===== src/rtl/ps2_host_tx.sv =====
// ps2_host_tx
//   Host-to-device PS/2 transmitter. It sends one command byte to the keyboard
//   over the open-drain clock/data pair, using the device-clocked handshake:
//   inhibit the clock, request to send, shift out 8 data bits LSB first, then
//   odd parity and stop, and finally check the device ACK.
//
// Ports
//   clock       host clock, all logic on its rising edge
//   reset       asynchronous, active-high
//   tx_data     byte to send, captured when tx_start is accepted
//   tx_start    one-cycle request, accepted only while tx_busy = 0
//   tx_busy     high from accept until tx_done / tx_error
//   tx_done     one-cycle pulse: byte sent and ACK received
//   tx_error    one-cycle pulse: timeout or missing ACK
//   ps2_clk_i   PS/2 clock line level (asynchronous)
//   ps2_dat_i   PS/2 data line level (asynchronous)
//   ps2_clk_oe  1 = pull PS/2 clock low, 0 = release
//   ps2_dat_oe  1 = pull PS/2 data low, 0 = release
module ps2_host_tx #(
  parameter int INHIBIT_CYCLES = 2500,
  parameter int TIMEOUT_CYCLES = 375000
) (
  input  logic       clock,
  input  logic       reset,
  input  logic [7:0] tx_data,
  input  logic       tx_start,
  output logic       tx_busy,
  output logic       tx_done,
  output logic       tx_error,
  input  logic       ps2_clk_i,
  input  logic       ps2_dat_i,
  output logic       ps2_clk_oe,
  output logic       ps2_dat_oe
);

  localparam int MAX_CYCLES = (INHIBIT_CYCLES > TIMEOUT_CYCLES) ? INHIBIT_CYCLES : TIMEOUT_CYCLES;
  // One spare bit so the counter can never wrap before the timeout compare fires.
  localparam int CNT_W = $clog2(MAX_CYCLES) + 1;
  localparam logic [CNT_W-1:0] INHIBIT_LAST = CNT_W'(INHIBIT_CYCLES - 1);
  localparam logic [CNT_W-1:0] TIMEOUT_LAST = CNT_W'(TIMEOUT_CYCLES - 1);

  localparam logic [2:0] ST_IDLE      = 3'd0;
  localparam logic [2:0] ST_INHIBIT   = 3'd1;
  localparam logic [2:0] ST_RELEASE   = 3'd2;
  localparam logic [2:0] ST_SEND      = 3'd3;
  localparam logic [2:0] ST_ACK       = 3'd4;
  localparam logic [2:0] ST_WAIT_IDLE = 3'd5;

  // Line synchronisers: [0] is the metastability stage, [1] the usable level.
  logic [1:0]       clk_sync_q, clk_sync_d;
  logic [1:0]       dat_sync_q, dat_sync_d;
  logic             clk_prev_q, clk_prev_d;
  logic [2:0]       state_q, state_d;
  logic [CNT_W-1:0] cnt_q, cnt_d;
  logic [3:0]       bit_cnt_q, bit_cnt_d;
  logic [7:0]       data_q, data_d;
  logic             busy_q, busy_d;
  logic             done_q, done_d;
  logic             error_q, error_d;
  logic             clk_oe_q, clk_oe_d;
  logic             dat_oe_q, dat_oe_d;

  logic clk_fall;
  logic parity;
  logic in_handshake;

  assign clk_fall     = clk_prev_q & ~clk_sync_q[1];
  assign parity       = ~^data_q;
  assign in_handshake = (state_q == ST_SEND) || (state_q == ST_ACK) || (state_q == ST_WAIT_IDLE);

  always_comb begin
    clk_sync_d = {clk_sync_q[0], ps2_clk_i};
    dat_sync_d = {dat_sync_q[0], ps2_dat_i};
    clk_prev_d = clk_sync_q[1];
  end

  always_comb begin
    state_d   = state_q;
    cnt_d     = cnt_q;
    bit_cnt_d = bit_cnt_q;
    data_d    = data_q;
    busy_d    = busy_q;
    done_d    = 1'b0;
    error_d   = 1'b0;
    clk_oe_d  = clk_oe_q;
    dat_oe_d  = dat_oe_q;

    case (state_q)
      ST_IDLE: begin
        if (tx_start && !busy_q) begin
          data_d   = tx_data;
          busy_d   = 1'b1;
          clk_oe_d = 1'b1;
          cnt_d    = '0;
          state_d  = ST_INHIBIT;
        end
      end

      ST_INHIBIT: begin
        // Clock held low; at the end of the window pull data low as the start
        // bit while the clock is still inhibited (request-to-send).
        if (cnt_q == INHIBIT_LAST) begin
          dat_oe_d = 1'b1;
          cnt_d    = '0;
          state_d  = ST_RELEASE;
        end else begin
          cnt_d = cnt_q + CNT_W'(1);
        end
      end

      ST_RELEASE: begin
        clk_oe_d  = 1'b0;
        cnt_d     = '0;
        bit_cnt_d = '0;
        state_d   = ST_SEND;
      end

      ST_SEND: begin
        // The device samples on its rising edge, so the next bit is placed on
        // the line right after each falling edge.
        if (clk_fall) begin
          bit_cnt_d = bit_cnt_q + 4'd1;
          if (!bit_cnt_q[3]) begin
            dat_oe_d = ~data_q[bit_cnt_q[2:0]];
          end else if (bit_cnt_q == 4'd8) begin
            dat_oe_d = ~parity;
          end else begin
            dat_oe_d = 1'b0;
            state_d  = ST_ACK;
          end
        end
      end

      ST_ACK: begin
        if (clk_fall) begin
          if (!dat_sync_q[1]) begin
            state_d = ST_WAIT_IDLE;
          end else begin
            clk_oe_d = 1'b0;
            dat_oe_d = 1'b0;
            busy_d   = 1'b0;
            error_d  = 1'b1;
            state_d  = ST_IDLE;
          end
        end
      end

      ST_WAIT_IDLE: begin
        if (clk_sync_q[1] && dat_sync_q[1]) begin
          busy_d  = 1'b0;
          done_d  = 1'b1;
          state_d = ST_IDLE;
        end
      end

      default: begin
        clk_oe_d = 1'b0;
        dat_oe_d = 1'b0;
        busy_d   = 1'b0;
        state_d  = ST_IDLE;
      end
    endcase

    // Watchdog on the device clock: every falling edge restarts the count.
    // A completion in the same cycle takes precedence so done and error
    // never pulse together.
    if (in_handshake) begin
      if (clk_fall) begin
        cnt_d = '0;
      end else if (cnt_q == TIMEOUT_LAST && !done_d) begin
        clk_oe_d = 1'b0;
        dat_oe_d = 1'b0;
        busy_d   = 1'b0;
        error_d  = 1'b1;
        cnt_d    = '0;
        state_d  = ST_IDLE;
      end else begin
        cnt_d = cnt_q + CNT_W'(1);
      end
    end
  end

  always_ff @(posedge clock or posedge reset) begin
    if (reset) begin
      // Idle PS/2 lines float high; starting the synchronisers at 1 avoids a
      // phantom falling edge out of reset.
      clk_sync_q <= 2'b11;
      dat_sync_q <= 2'b11;
      clk_prev_q <= 1'b1;
      state_q    <= ST_IDLE;
      cnt_q      <= '0;
      bit_cnt_q  <= '0;
      data_q     <= '0;
      busy_q     <= 1'b0;
      done_q     <= 1'b0;
      error_q    <= 1'b0;
      clk_oe_q   <= 1'b0;
      dat_oe_q   <= 1'b0;
    end else begin
      clk_sync_q <= clk_sync_d;
      dat_sync_q <= dat_sync_d;
      clk_prev_q <= clk_prev_d;
      state_q    <= state_d;
      cnt_q      <= cnt_d;
      bit_cnt_q  <= bit_cnt_d;
      data_q     <= data_d;
      busy_q     <= busy_d;
      done_q     <= done_d;
      error_q    <= error_d;
      clk_oe_q   <= clk_oe_d;
      dat_oe_q   <= dat_oe_d;
    end
  end

  assign tx_busy    = busy_q;
  assign tx_done    = done_q;
  assign tx_error   = error_q;
  assign ps2_clk_oe = clk_oe_q;
  assign ps2_dat_oe = dat_oe_q;

endmodule


===== config.mk =====
export PLATFORM = sky130hd
export DESIGN_NAME = ps2_host_tx
export DESIGN_NICKNAME = d
export VERILOG_FILES = /design/src/rtl/ps2_host_tx.sv
export SDC_FILE = /design/constraint.sdc
export NUM_CORES = 1
export LEC_CHECK = 0
export ABC_AREA = 1
export ABC_CLOCK_PERIOD_IN_PS = 2200
export BUFFER_PORTS_ARGS = -buffer_cell sky130_fd_sc_hd__buf_2
export CAP_MARGIN = 20
export CORE_ASPECT_RATIO = 1.25
export CORE_MARGIN = 1
export CORE_UTILIZATION = 40
export CTS_CLUSTER_SIZE = 10
export DETAILED_ROUTE_END_ITERATION = 10
export SLEW_MARGIN = 20
export SYNTH_ARGS = -nofsm -noshare
export SYNTH_HDL_FRONTEND = slang
export SYNTH_SLANG_ARGS = --single-unit

===== constraint.sdc =====
create_clock -name clock -period 2.2 [get_ports clock]
set_clock_uncertainty 0.15 [all_clocks]
set_input_delay 0.33 -clock clock [delete_from_list [all_inputs] [get_ports clock]]
set_output_delay 0.33 -clock clock [all_outputs]
set_load 0.01 [all_outputs]

======== After elaboration in Yosys (flattened, before gate mapping) ========
Cells that the tools add are included.
storage, ports and cells
  logic and storage cells ................. 101
  input bits .............................. 13
  register bits after elaboration ......... 45
  output and inout port bits .............. 5
cells by class
  eq/ne operators ......................... 10
  bitwise logic cells ..................... 4
  magnitude comparators ................... 1
  multiplexer cells ....................... 55
  $add $sub $neg .......................... 2
  reductions and logical operators ........ 17
operators by type and width
  operator               count
  $mux 20                5
  $pmux 20 s3            1
  $mux 3                 11
  $mux 1                 31
  $add 20x1->20 const B  1
  $eq 20x12->1 const B   1
  $eq 20x19->1 const B   1
  $pmux 3 s6             1
  $reduce_or 3->1        3
  $pmux 1 s4             2
  $pmux 4 s2             1
  $reduce_xnor 8->1      1
  $eq 3x2->1 const B     2
  $eq 3x3->1 const B     2
  $reduce_and 2->1       3
  $add 4x1->4 const B    1
  $eq 4x4->1 const B     1
  $lt 3x4->1 const B     1
  $mux 4                 1
  $reduce_bool 4->1      1
  $bmux 1 s3             1
  $eq 3x1->1 const B     1
  $logic_and 1x1->1      3
  $logic_not 3->1        1
  other kinds (8)        12

======== Longest topological paths before layout ========
  depth after elaboration ................. 9
  depth in mapped cells ................... 11
  depth with buffers taken out ............ 11

======== Worst setup path after synthesis ========
OpenSTA, ideal clock, no wires.
  kind .................................... register to register
  from .................................... register clk_prev_q
  to ...................................... register dat_oe_q, in the netlist ps2_dat_oe
  data required time ...................... 1927 ps
  path slack .............................. 624 ps
  stages on the path, launching flop included .. 9
  setup time .............................. 123 ps
  period minus slack after synthesis ...... 1576 ps
  buffers on the path ..................... 0
  data arrival time ....................... 1303 ps
  path through ............................ dfstp_2 -> inv_1 -> nor2_1 -> nand2_1 -> nand2_1 -> o211ai_1 -> nand2_1 -> and2_1 -> a21oi_1
between the ends
  word-level cells in the longest chain between the ends .. 6
  elaborated cells between the ends (all ways) .. 7
  those cells by class .................... mux: 6; bitwise: 1
ends and longest elaborated chain
  item                              line      source
  start: declaration                52        logic clk_prev_q, clk_prev_d;
  start signal: assignment          202       clk_prev_q <= clk_prev_d;
  $and 1x1->1 (*)                   67        assign clk_fall = clk_prev_q & ~clk_sync_q[1];
  $mux 1, on equally long branches  135, 121
  $pmux 1 s4                        88        case (state_q)
  $mux 1                            170       end else if (cnt_q == TIMEOUT_LAST && !done_d) begin
  $mux 1                            168       if (clk_fall) begin
  $mux 1 (*)                        167       if (in_handshake) begin
  via dat_oe_d                      61        logic dat_oe_q, dat_oe_d;
  end signal: assignment            211       dat_oe_q <= dat_oe_d;
  end: declaration                  61
Mark *: on every way through the listed nets, which the timed path passes. The rest lies on a longest branch.
A chain may end at the register's enable or synchronous reset.

======== Final worst setup path ========
  from .................................... register clk_prev_q
  to ...................................... register state_q[1]
between the ends
  word-level cells in the longest chain between the ends .. 6
  elaborated cells between the ends (all ways) .. 7
  those cells by class .................... mux: 6; bitwise: 1
ends and longest elaborated chain
  item                              line      source
  $and 1x1->1 (*)                   67
  $mux 3, on equally long branches  135, 121
  $pmux 3 s6                        88
  $mux 3                            170
  $mux 3                            168
  $mux 3 (*)                        167
  via state_d[1]                    53        logic [2:0] state_q, state_d;
  end signal: assignment            203       state_q <= state_d;
  end: declaration                  53
Marks and branches as above.

==> summary.txt <==
Logic synthesis
  • Post-synth top cells: nand2_1 (113), inv_1 (57), nor2_1 (44), dfrtp_1 (40), nand3_1 (31)
  • Mapped Area: between 0.002 and 0.003 mm2
  • Fraction of registers with async set/reset: 100%
  • Post-synthesis cell count: about 390
  • Count of unique library cells instantiated by Yosys: 33
  • Top FF cell, synth: dfrtp_1
  • Synth top area share: between 30 and 40%
  • Number of synthesized flops with an enable pin: 0
  • Seq cells post-synth: 45
  • Seq/Total Area, Yosys: between 40% and 50%
  • Dominant cell type by area after synthesis: dfrtp_1
  • Synth top area cells: dfrtp_1 (36%), nand2_1 (15%), inv_1 (7.7%), nor2_1 (6.0%), nand3_1 (5.6%)
  • Syn_area_per_cell: 7.14 um2
  • Most frequent cell after synthesis: nand2_1
  • Yosys Warn Count: 0
  • Post-Syn Nets: 403

Floorplan
  • I/O pins: 18
  • Starting Density: between 40% and 50%
  • Die height: 94.9 um
  • Chip width: 76.3 um
  • Core Rows: 33
  • Die ar.: a little over 0.007 mm2
  • Core area: 0.00661 mm2

Global routing
  • Vias in the first global route: 2424
  • Largest net degree at the start of global routing: 46
  • Total GRT Usage: 18.5%
  • Antenna violations before repair: 0
  • Global-route wire length before repair: between 10000 and 15000 um
  • GRT overflow: 0

Job
  • Max_cap viols: 0

Place
  • Post-Place Cells: 489
  • I/O Buffers: 17
  • Post-DP HPWL: 4740 um
  • Cell area after placement: 0.00293 mm2
  • RD Place Congestion: 0.933

Worst setup path
  • CP max stage cell: dfstp_2
  • Crit path kind: flip-flop to flip-flop
  • Crit start category: flip-flop
  • CP Data Required Time: 2.27 ns
  • CP Buf/Inv Count: 1
  • Most frequent cell on the critical path: nor2_1
  • Cells along the critical path: inv_1 -> nor2_1 -> nor2_1 -> nand4_1 -> nand2_1 -> a21oi_1
  • CP max stage delay: between 0.5 and 0.6 ns
  • Critical-path maximum fanout: 8
  • Arr. time, crit path: 1.93 ns
  • CP top delay family: simple AND/OR/NAND/NOR gates
  • CP endpoint kind: flip-flop

Layout
  • Non-filler cells, final: 499
  • Area grow syn2layout: 9.88%
  • Final Util: 45.9%
  • Layout net count: 427
  • Inserted Diodes: 0
  • FILL cells: 690
  • Layout cells sized above 1: 15.5%
  • Design area: 0.00303 mm2

Detailed routing
  • Routed wire length: 6130 um
  • Routed vias/inst: about 5.0
  • Post-route ant nets: 0
  • Post-route DRC: 0
  • DRT Pass-1 Iters: 4
  • Initial DRC Count: 164
  • WL/cell: 12.3 um
  • Detailed-route via count: 2472

Pwr
  • Pwr/cell area: 454 mW/mm2
  • Pint: roughly 0.0011 W
  • Sw Ratio: approximately 22%
  • Max IR drop VDD: around 0.00024 V
  • Logic pwr share: 2.6%
  • Clock share of power: 36.6%
  • NetSw: roughly 0.00031 W
  • Lkg Pwr: 1.55 nW
  • Register share of total power: 60.8%

Min path
  • Hold WC Path Type: primary input to asynchronous set/reset pin

Clock tree
  • Clock Path Buffers: 2
  • Num CTS Buffers: 5
  • Clock Pin Slew Worst Setup and Hold Paths: 0.09 ns
  • CTS tree: built
  • Worst skew pair latency: 0.30 ns
  • H-tree depth: 2
  • CTS sink cnt: 45
  • Root Buffer: clkbuf_8
  • # Post-CTS Setup Buffers: 0

Timing
  • Post-route clock period utilization: approximately 85%
  • Final min period: 1.87 ns
  • RSZ-0062 raised after global routing: false
  • Final hold violations: 0
  • Setup violations, final: 0
  • Max frequency: 535 MHz
  • Worst slew pin tran: 0.561 ns
  • Setup TNS: 0 ns
  • Max Slew Vio Count: 0
  • Relative slew slack: 62.6%
  • Worst hold margin: 0.0113 ns

Outcome
  • Status: finished, final reports clean
==> layer usage <==
metal	share of wire, %	GRT usage (%)	vias up	wire length (um)
li1	-	-	1276	-
met1	42	20.0	1154	2590
met2	53	35.2	31	3280
met3	1.9	3.00	11	117
met4	2.3	8.65	0	141
met5	0	0	-	0
==> cells by family after synthesis <==
logic type	count (synthesis)	share of synthesized area, %
buf+inv	69	10.5
compound gates	34	6.62
fa+ha+maj	3	1.36
flops	45	41.0
xor+xnor	5	1.59
simple gates	231	38.9
==> timing repair <==
action                                 CTS  global route
gates resized for setup                  0             0
hold buffers                             2             0
endpoints found under the hold margin    2             0
==> final timing paths <==
path,startpoint,to,slack (ns),cells past startpoint
setup reg to reg,clk_prev_q,state_q[1],0.33,6
min in group clock,tx_data[3],data_q[3],0.09,3
max in group asynchronous,reset,cnt_q[8],1.51,3
hold reg to reg,clk_sync_q[0],clk_sync_q[1],0.20,0
hold / removal,reset,data_q[0],0.01,3
setup / recovery,clk_prev_q,state_q[1],0.33,6
==> power by group through the flow <==
stage,clock network [W],registers [W],logic [W]
finish,0.000503,0.000837,0.0000359
global route,0.000555,0.000838,0.0000429
CTS,0.000525,0.000837,0.0000384
detailed placement,0,0.000854,0.0000355
global placement,0,0.000853,0.0000350
floorplan,0,0.000852,0.0000164
==> sequential cells by signal (all words and copies together) (netlist names) <==
signal,flops
cnt_q,20
tx_done,1
ps2_dat_oe,1
tx_busy,1
clk_sync_q,2
data_q,8
dat_sync_q,2
tx_error,1
clk_prev_q,1
state_q,3
ps2_clk_oe,1
bit_cnt_q,4
==> cell usage in the layout (no fill, tap or decap), types with 2 or more instances in the layout <==
master and instances:
nand2_1 113, inv_1 56, nor2_1 44, dfrtp_1 40, nand3_1 31, o21ai_0 20, buf_2 17, nand4_1 16
inv_2 7, nor3_2 6, a21oi_1 6, nand2_2 5, nor2_2 5, xor2_1 5, dfstp_2 5, clkbuf_8 5
o21ai_1 3, ha_1 3, nor3_1 2, nor2_4 2, a31oi_1 2, clkinv_2 2, dlygate4sd3_1 2, buf_4 2
==> cell type report <==
type                            instances  area [um2]  share of cell area, %
Clock inverter                          2        10.0                  0.330
Multi-Input combinational cell        273        1340                   44.1
Tap cell                               87         109                   3.59
Sequential cell                        45        1130                   37.3
Timing Repair Buffer                   21         120                   3.96
Clock buffer                            6        72.6                   2.39
Inverter                               65         251                   8.29
==> through the flow <==
stage	power [W]	setup WS, ns
final	0.00138	0.331
after global placement	0.000888	0.368
after detailed placement	0.000889	0.355
after global routing	0.00144	0.179
after CTS	0.00140	0.327
after floorplan	0.000869	0.624
==> worst register-to-register path, delay by kind of cell, from the launching register on <==
kind / cells / cell delay, ns
AO/OA/AOI/OAI: 1 / 0.19
buffers and inverters: 1 / 0.03
flip-flops: 1 / 0.52
AND/OR/NAND/NOR: 4 / 0.90
(Power assumes the default switching activity.)
